**config.mk**
```make
export PLATFORM = sky130hd
export DESIGN_NAME = branch_feedback_generator
export DESIGN_NICKNAME = d
export VERILOG_FILES = /design/src/rtl/branch_feedback_generator.sv
export SDC_FILE = /design/constraint.sdc
export NUM_CORES = 1
export LEC_CHECK = 0
export CORE_UTILIZATION = 55
export CTS_BUF_LIST = sky130_fd_sc_hd__clkbuf_2 sky130_fd_sc_hd__clkbuf_4 sky130_fd_sc_hd__clkbuf_8
export CTS_CLUSTER_SIZE = 12
export DETAILED_ROUTE_END_ITERATION = 16
export GPL_ROUTABILITY_DRIVEN = 0
export GPL_TIMING_DRIVEN = 0
export PLACE_DENSITY = 0.86
export SYNTH_ARGS = -nofsm -noshare
export SYNTH_HDL_FRONTEND = slang
export SYNTH_SLANG_ARGS = --single-unit
```
**constraint.sdc**
```tcl
create_clock -name clk -period 9.6 [get_ports clk]
set_input_delay 1.92 -clock clk [delete_from_list [all_inputs] [get_ports clk]]
set_output_delay 1.92 -clock clk [all_outputs]
set_load 0.005 [all_outputs]
```
**src/rtl/branch_feedback_generator.sv**
```systemverilog
// branch_feedback_generator
//   Tracks in-flight conditional-branch predictions between fetch and execute
//   and produces the predictor feedback stream. Fetch pushes {pc, prediction};
//   execute resolves branches in program order. Each matching resolve pops the
//   oldest entry and emits one registered feedback beat one cycle later.
//   Unmatched resolves raise a sticky sync error and clear the queue. A flush
//   discards all unresolved entries.
// Ports
//   clk, rst_n          clock, asynchronous active-low reset
//   i_req_*             fetch push {valid, pc, prediction}; o_req_ready = not full
//   i_res_*             execute resolve {valid, pc, outcome}
//   i_flush             drop all unresolved entries and any same-cycle push
//   o_fb_*              registered feedback beat (valid/mispredict are pulses)
//   o_sync_err          sticky resolve/queue desynchronisation flag
//   o_occupancy         entries currently held
//   o_branch_cnt        feedback beats emitted, saturating
//   o_mispred_cnt       mispredicted beats, saturating

`ifndef ADDR_WIDTH
`define ADDR_WIDTH 32
`endif

package branch_feedback_generator_pkg;
  typedef enum logic {
    NOT_TAKEN = 1'b0,
    TAKEN     = 1'b1
  } BranchOutcome;
endpackage

module branch_feedback_generator
  import branch_feedback_generator_pkg::*;
#(
  parameter int DEPTH     = 8,
  parameter int CNT_WIDTH = 32
) (
  input  logic                       clk,
  input  logic                       rst_n,
  input  logic                       i_req_valid,
  input  logic [`ADDR_WIDTH-1:0]     i_req_pc,
  input  BranchOutcome               i_req_prediction,
  output logic                       o_req_ready,
  input  logic                       i_res_valid,
  input  logic [`ADDR_WIDTH-1:0]     i_res_pc,
  input  BranchOutcome               i_res_outcome,
  input  logic                       i_flush,
  output logic                       o_fb_valid,
  output logic [`ADDR_WIDTH-1:0]     o_fb_pc,
  output BranchOutcome               o_fb_prediction,
  output BranchOutcome               o_fb_outcome,
  output logic                       o_mispredict,
  output logic                       o_sync_err,
  output logic [$clog2(DEPTH):0]     o_occupancy,
  output logic [CNT_WIDTH-1:0]       o_branch_cnt,
  output logic [CNT_WIDTH-1:0]       o_mispred_cnt
);

  localparam int                 PW       = $clog2(DEPTH);
  localparam logic [PW:0]        PTR_ONE  = (PW+1)'(1);
  localparam logic [CNT_WIDTH-1:0] CNT_ONE = CNT_WIDTH'(1);
  localparam logic [CNT_WIDTH-1:0] CNT_MAX = {CNT_WIDTH{1'b1}};

  // Pointers carry one extra wrap bit to tell full from empty.
  logic [PW:0]              wr_ptr_q, wr_ptr_d, rd_ptr_q, rd_ptr_d;
  logic [`ADDR_WIDTH-1:0]   pc_mem_q [DEPTH];
  BranchOutcome             pred_mem_q [DEPTH];

  logic                     fb_valid_q, fb_valid_d;
  logic [`ADDR_WIDTH-1:0]   fb_pc_q, fb_pc_d;
  BranchOutcome             fb_pred_q, fb_pred_d;
  BranchOutcome             fb_out_q, fb_out_d;
  logic                     mispredict_q, mispredict_d;
  logic                     sync_err_q, sync_err_d;
  logic [CNT_WIDTH-1:0]     branch_cnt_q, branch_cnt_d;
  logic [CNT_WIDTH-1:0]     mispred_cnt_q, mispred_cnt_d;

  logic                     empty_s, full_s, push_s, match_s, res_err_s, mis_s;
  logic [`ADDR_WIDTH-1:0]   head_pc_s;
  BranchOutcome             head_pred_s;

  // Queue status, resolve matching and all next-state values.
  always_comb begin
    empty_s      = (wr_ptr_q == rd_ptr_q);
    full_s       = (wr_ptr_q[PW] != rd_ptr_q[PW]) &&
                   (wr_ptr_q[PW-1:0] == rd_ptr_q[PW-1:0]);
    head_pc_s    = pc_mem_q[rd_ptr_q[PW-1:0]];
    head_pred_s  = pred_mem_q[rd_ptr_q[PW-1:0]];
    push_s       = i_req_valid & ~full_s & ~i_flush;
    // Resolve only sees entries already stored: no same-cycle push bypass.
    match_s      = i_res_valid & ~empty_s & (head_pc_s == i_res_pc);
    res_err_s    = i_res_valid & ~match_s;
    mis_s        = match_s & (head_pred_s != i_res_outcome);

    wr_ptr_d     = wr_ptr_q;
    rd_ptr_d     = rd_ptr_q;
    fb_valid_d   = match_s;
    mispredict_d = mis_s;
    fb_pc_d      = fb_pc_q;
    fb_pred_d    = fb_pred_q;
    fb_out_d     = fb_out_q;
    sync_err_d   = sync_err_q | res_err_s;
    branch_cnt_d = branch_cnt_q;
    mispred_cnt_d = mispred_cnt_q;

    if (i_flush || res_err_s) begin
      // Clearing wins over the push; the resolve (if matched) still reports.
      wr_ptr_d = wr_ptr_q;
      rd_ptr_d = wr_ptr_q;
    end else begin
      if (push_s) begin
        wr_ptr_d = wr_ptr_q + PTR_ONE;
      end else begin
        wr_ptr_d = wr_ptr_q;
      end
      if (match_s) begin
        rd_ptr_d = rd_ptr_q + PTR_ONE;
      end else begin
        rd_ptr_d = rd_ptr_q;
      end
    end

    if (match_s) begin
      fb_pc_d   = head_pc_s;
      fb_pred_d = head_pred_s;
      fb_out_d  = i_res_outcome;
      if (branch_cnt_q != CNT_MAX) begin
        branch_cnt_d = branch_cnt_q + CNT_ONE;
      end else begin
        branch_cnt_d = branch_cnt_q;
      end
      if (mis_s && (mispred_cnt_q != CNT_MAX)) begin
        mispred_cnt_d = mispred_cnt_q + CNT_ONE;
      end else begin
        mispred_cnt_d = mispred_cnt_q;
      end
    end else begin
      fb_pc_d = fb_pc_q;
    end
  end

  // Pointer, feedback and statistics registers.
  always_ff @(posedge clk or negedge rst_n) begin
    if (!rst_n) begin
      wr_ptr_q      <= '0;
      rd_ptr_q      <= '0;
      fb_valid_q    <= 1'b0;
      fb_pc_q       <= '0;
      fb_pred_q     <= NOT_TAKEN;
      fb_out_q      <= NOT_TAKEN;
      mispredict_q  <= 1'b0;
      sync_err_q    <= 1'b0;
      branch_cnt_q  <= '0;
      mispred_cnt_q <= '0;
    end else begin
      wr_ptr_q      <= wr_ptr_d;
      rd_ptr_q      <= rd_ptr_d;
      fb_valid_q    <= fb_valid_d;
      fb_pc_q       <= fb_pc_d;
      fb_pred_q     <= fb_pred_d;
      fb_out_q      <= fb_out_d;
      mispredict_q  <= mispredict_d;
      sync_err_q    <= sync_err_d;
      branch_cnt_q  <= branch_cnt_d;
      mispred_cnt_q <= mispred_cnt_d;
    end
  end

  // Entry storage, written on accepted pushes only.
  always_ff @(posedge clk or negedge rst_n) begin
    if (!rst_n) begin
      for (int i = 0; i < DEPTH; i++) begin
        pc_mem_q[i]   <= '0;
        pred_mem_q[i] <= NOT_TAKEN;
      end
    end else if (push_s) begin
      pc_mem_q[wr_ptr_q[PW-1:0]]   <= i_req_pc;
      pred_mem_q[wr_ptr_q[PW-1:0]] <= i_req_prediction;
    end
  end

  assign o_req_ready     = ~full_s;
  assign o_occupancy     = wr_ptr_q - rd_ptr_q;
  assign o_fb_valid      = fb_valid_q;
  assign o_fb_pc         = fb_pc_q;
  assign o_fb_prediction = fb_pred_q;
  assign o_fb_outcome    = fb_out_q;
  assign o_mispredict    = mispredict_q;
  assign o_sync_err      = sync_err_q;
  assign o_branch_cnt    = branch_cnt_q;
  assign o_mispred_cnt   = mispred_cnt_q;

endmodule
```
# Word-level counts from Yosys, hierarchy flattened
# Cells that the tools add are included.
op_classes:
  bitwise_logic: 14
  eq_ne: 7
  n_lt_le_gt_ge: 3
  add_sub_neg: 5
  muxes: 14
  reduce_logical: 8
ops:
  columns: ["op", "n"]
  rows:
  - ["256-bit bitwise mux", 1]
  - ["32-bit binary-select mux with 3-bit select", 1]
  - ["32-bit demux with 3-bit select", 1]
  - ["32-bit two-way mux", 3]
  - ["32-bit by 1-bit adder with 32-bit output (second input constant)", 2]
  - ["32-bit inequality test (second input constant)", 2]
  - ["32-bit equality test", 1]
  - ["4-bit by 1-bit adder with 4-bit output (second input constant)", 2]
  - ["8-bit bitwise mux", 1]
  - ["4-bit >= comparator (second input constant)", 2]
  - ["4-bit two-way mux", 2]
  - ["3-bit inverter with 4-bit output", 2]
  - ["1-bit bitwise AND", 6]
  - ["2-bit AND reduction", 3]
  - ["1-bit inverter", 5]
  - ["4-bit equality test", 1]
  - ["4-bit by 1-bit less-than comparator with 1-bit output (second input constant)", 1]
  - ["4-bit subtractor", 1]
  - ["1-bit binary-select mux with 3-bit select", 1]
  - ["1-bit demux with 3-bit select", 1]
  - ["3-bit equality test", 1]
  - ["1-bit logical AND", 3]
  - ["1-bit two-way mux", 3]
  - ["1-bit inequality test", 2]
  - ["other kinds (3)", 3]
totals:
  inputBits: 71
  out_inout_bits: 106
  regBits: 373

# Depth between registers and ports, before layout
depth:
  word_depth: 11
  mapped_depth: 16

# Worst setup path after synthesis
# OpenSTA, ideal clock, no wires.
synth_timing:
  path_type: "input to register"
  startpoint: "input port i_res_valid"
  endpoint: "register branch_cnt_q[24] (netlist: o_branch_cnt[24])"
  n_path_buf: 2
  t_arrival_ps: 3835
  required_time_ps: 9472
  setup_time_ps: 128
  cell_stages: 9
  path_slack_ps: 5637
  cell_sequence: "o21a_1 -> nand4_1 -> a211oi_1 -> nand4_1 -> or4_1 -> buf_2 -> buf_6 -> nor4_2 -> mux2_1"
synth_between:
  elab_chain_len: 3
synth_rtl:
  columns: ["item", "line", "source"]
  rows:
  - ["start: declaration", "42", "input logic i_res_valid,"]
  - ["1-bit bitwise AND (2 in a row)", "89", "match_s = i_res_valid & ~empty_s & (head_pc_s == i_res_pc);"]
  - ["2-bit AND reduction (no source line)", null, null]
  - ["end signal: assignment", "162", "branch_cnt_q <= branch_cnt_d;"]
  - ["end: declaration", "73", "logic [CNT_WIDTH-1:0] branch_cnt_q, branch_cnt_d;"]
# Every way passes these cells.
# A chain may end at the register's enable or synchronous reset.

# Worst setup path after layout
layout_timing:
  startpoint: "register rd_ptr_q[1]"
  endpoint: "output port o_occupancy[3]"
layout_between:
  elab_chain_len: 1
layout_rtl:
  columns: ["item", "line", "source"]
  rows:
  - ["start: declaration", "63", "logic [PW:0] wr_ptr_q, wr_ptr_d, rd_ptr_q, rd_ptr_d;"]
  - ["start signal: assignment", "155", "rd_ptr_q <= rd_ptr_d;"]
  - ["4-bit subtractor", "181", "assign o_occupancy = wr_ptr_q - rd_ptr_q;"]
  - ["end: declaration", "52", "output logic [$clog2(DEPTH):0] o_occupancy,"]
# Every way passes these cells.

==> results.tsv <==
stage	metric	value	unit
outcome	status	finished clean	
critical_path	ff2ff_path_depth	16	
synth	synth-edff-count	0	
sta	slew_headroom	0.121	
routing	via_per_inst	6.31	
critical_path	r2r-end	o_fb_pc[29]	
cts	cts_made_buffers	61	
layout	final_cell_mix	dfrtp_1, mux2_2, clkdlybuf4s50_1	
power	power_density	294	nW/um^2
sta	worst_pin_slew	1.31	ns
floorplanning	fp-row-count	65	
synth	syn_area	17900	sq um
layout	instances_no_fill	2099	
cts	cts_tree	done	
synth	synth_cell_type_count	59	
power	pwr-share-seq	0.378	
cts	cts.sinks	373	
cts	cts_root_buf	clkbuf_8	
sta	setup_slack	3.74	ns
worst_hold_path	min_from	o_sync_err	
power	p_clk_frac	0.236	
synth	synth_area_leader_cell	dfrtp_1	
cts	post_cts_resized	0	
sta	fmax	171	MHz
layout	layout.nets	1697	
routing	vias	13200	
worst_hold_path	hold_depth	1	
power	p_sw	0.00220	W
placement	numPortBuffers	176	
synth	syn_avg_cell_area	13.1	sq um
sta	hold_viol	0	
synth	synth_fp_nets	1454	
critical_path	timing.rr.start	rd_ptr_q[1]	
power	p_leak	9.78	nW
layout	register_area	9330	sq um
cts	post_cts_buffers	0	
critical_path	startpoint_type	flip-flop	
floorplanning	io_pins	177	
power	intPower	0.00419	W
floorplanning	dieArea	33400	sq um
sta	period_minus_slack	5.86	ns
floorplanning	core	31800	sq um
placement	dp.final_hpwl	35.2	mm
critical_path	crit_required	7.68	ns
sta	hold_slack	0.463	ns
sta	maxSlewViolCount	0	
global_routing	grt_pass1_wl	78.1	mm
layout	final_common_cell	dfrtp_1	
critical_path	path_class	reg -> out	
synth	yosys_register_bits	373	
cts	clkTransAtPathRegs	0.07	ns
synth	synth_top_flop_cell	dfrtp_1	
worst_hold_path	min_path_type	reg -> reg	
critical_path	crit_arrival	3.94	ns
cts	cts_hold_buf	0	
global_routing	first_global_vias	13600	
run	drv_cap	0	
sta	setup_viol	0	
placement	dpl.cell_count	1990	
global_routing	grt_overflow	0	
floorplanning	die_x	183	microns
critical_path	ff2ff_setup_slack	4.04	ns
floorplanning	initial_utilization	0.564	
power	vdd_ir_drop_max	0.187	mV
synth	ys_warn_count	0	
routing	drt_iter0_markers	1404	
power	p_sw_frac	0.345	
layout	multi_input_area	8110	sq um
global_routing	grt_usage	0.309	
floorplanning	dieHeight	183	microns
synth	seq_area_frac_synth	0.520	
cts	ctsHtreeMaxLevel	2	
routing	ant_nets	0	
critical_path	worst_setup_path_end_kind	primary output	
sta	clock_skew	0.0522	ns
power	p_comb_frac	0.386	
cts	clk_latency	0.67	ns
worst_hold_path	hold_end	o_sync_err	
routing	route.detailed.drc	0	
power	finalPower	0.00640	W
sta	fin_crit_sh	0.611	
synth	synth_cells	1375	
routing	routedWlPerCell	24.1	microns
synth	async_reset_ff_frac	1.00	
global_routing	antenna_found_initial	3	
synth	synth_area_leaders	dfrtp_1, mux2_2, mux4_2, xor2_1, nor3_1	
layout	drive_gt1_frac	0.316	
sta	rsz0062_at_grt	no	
synth	synth_top_area_frac	0.520	
global_routing	grt_max_degree	132	
routing	wirelength	50.6	mm
layout	fillers	2189	
critical_path	worstPathMaxFanout	10	
layout	syn2layout_area_growth	21.0	%
routing	drt-pass1-iter-count	5	
cts	clockBufferDepth	3	
placement	pre_cts_ws	3.92	ns
[routing by layer]
metal	vias up	global-route usage	share of wire
met3	231	0.0637	0.092
met1	6644	0.404	0.39
met4	4	0.171	0.056
met5	-	0	0.00051
met2	786	0.486	0.46
li1	5578	-	-
[cells by family after synthesis]
family	share of synthesized area
simple gates	0.111
fa+ha+maj	0.00599
xor+xnor	0.0337
compound gates	0.0477
buf+inv	0.0291
flops	0.520
mux	0.252
[per-stage QoR]
step	cell area (sq um)	util	setup TNS, ns
after floorplan	17900	-	0
after global placement	20300	0.637	-3319.52
after detailed placement	20400	0.641	0
after CTS	21700	0.683	0
after global routing	21700	0.683	0
final	21700	0.683	0
[power groups by stage]
stage / Combinational [W] / Clock, W / Sequential [W]
after floorplan: 0.00174 / 0 / 0.00232
after global placement: 0.00231 / 0 / 0.00238
after detailed placement: 0.00241 / 0 / 0.00243
after CTS: 0.00243 / 0.00152 / 0.00240
after global routing: 0.00260 / 0.00159 / 0.00247
final: 0.00247 / 0.00151 / 0.00242
[worst max-delay path, cell delays in order (launching register included)]
cell and delay [ns]:
dfrtp_1 0.58, buf_2 0.41, buf_2 0.41, buf_2 0.43, inv_1 0.09, ha_1 0.30, a21o_1 0.16, a21oi_1 0.18
xor2_1 0.16, clkdlybuf4s50_1 0.56
[cells in the mapped netlist (8+ instances only)]
cell	count
dfrtp_1	373
mux2_2	308
nor3_1	78
xor2_1	58
clkbuf_1	49
nor2_1	47
mux4_2	33
nand4_1	33
a21o_1	32
nand2_1	30
nand3_1	30
mux2i_1	25
nor3_2	25
nor4_1	23
o22ai_1	20
o21a_1	17
o21ai_0	16
inv_1	15
buf_6	12
a22o_1	11
and3_1	11
xnor2_1	11
nor2b_1	10
a21oi_1	8
and4_1	8
[worst max-delay path by stage]
| stage | from | to | slack, ns | depth (start not counted) |
|---|---|---|---|---|
| after floorplan | i_res_valid | o_branch_cnt[24] | 5.64 | 9 |
| after global placement | rst_n | pc_mem_q[138] | -8.95 | 1 |
| after detailed placement | i_res_valid | o_fb_pc[23] | 3.92 | 10 |
| after CTS | rd_ptr_q[1] | o_occupancy[3] | 3.82 | 9 |
| after global routing | rd_ptr_q[1] | o_occupancy[3] | 3.72 | 9 |
| final | rd_ptr_q[1] | o_occupancy[3] | 3.74 | 9 |
[flip-flops by register name (all words and copies together) (netlist names)]
signal and count:
o_branch_cnt 32, o_fb_outcome 1, o_fb_pc 32, o_fb_prediction 1, o_fb_valid 1, o_mispred_cnt 32
o_mispredict 1, o_sync_err 1, pc_mem_q 256, pred_mem_q 8, rd_ptr_q 4, wr_ptr_q 4
[cell type report]
| class | count | area share |
|---|---|---|
| Timing Repair Buffer | 180 | 0.0855 |
| Multi-Input combinational cell | 904 | 0.373 |
| Tap cell | 435 | 0.0251 |
| Antenna cell | 1 | 0.000115 |
| Sequential cell | 373 | 0.430 |
| Inverter | 17 | 0.00294 |
| Clock inverter | 7 | 0.00403 |
| Buffer | 81 | 0.0211 |
| Clock buffer | 101 | 0.0582 |
(Power assumes the default switching activity.)
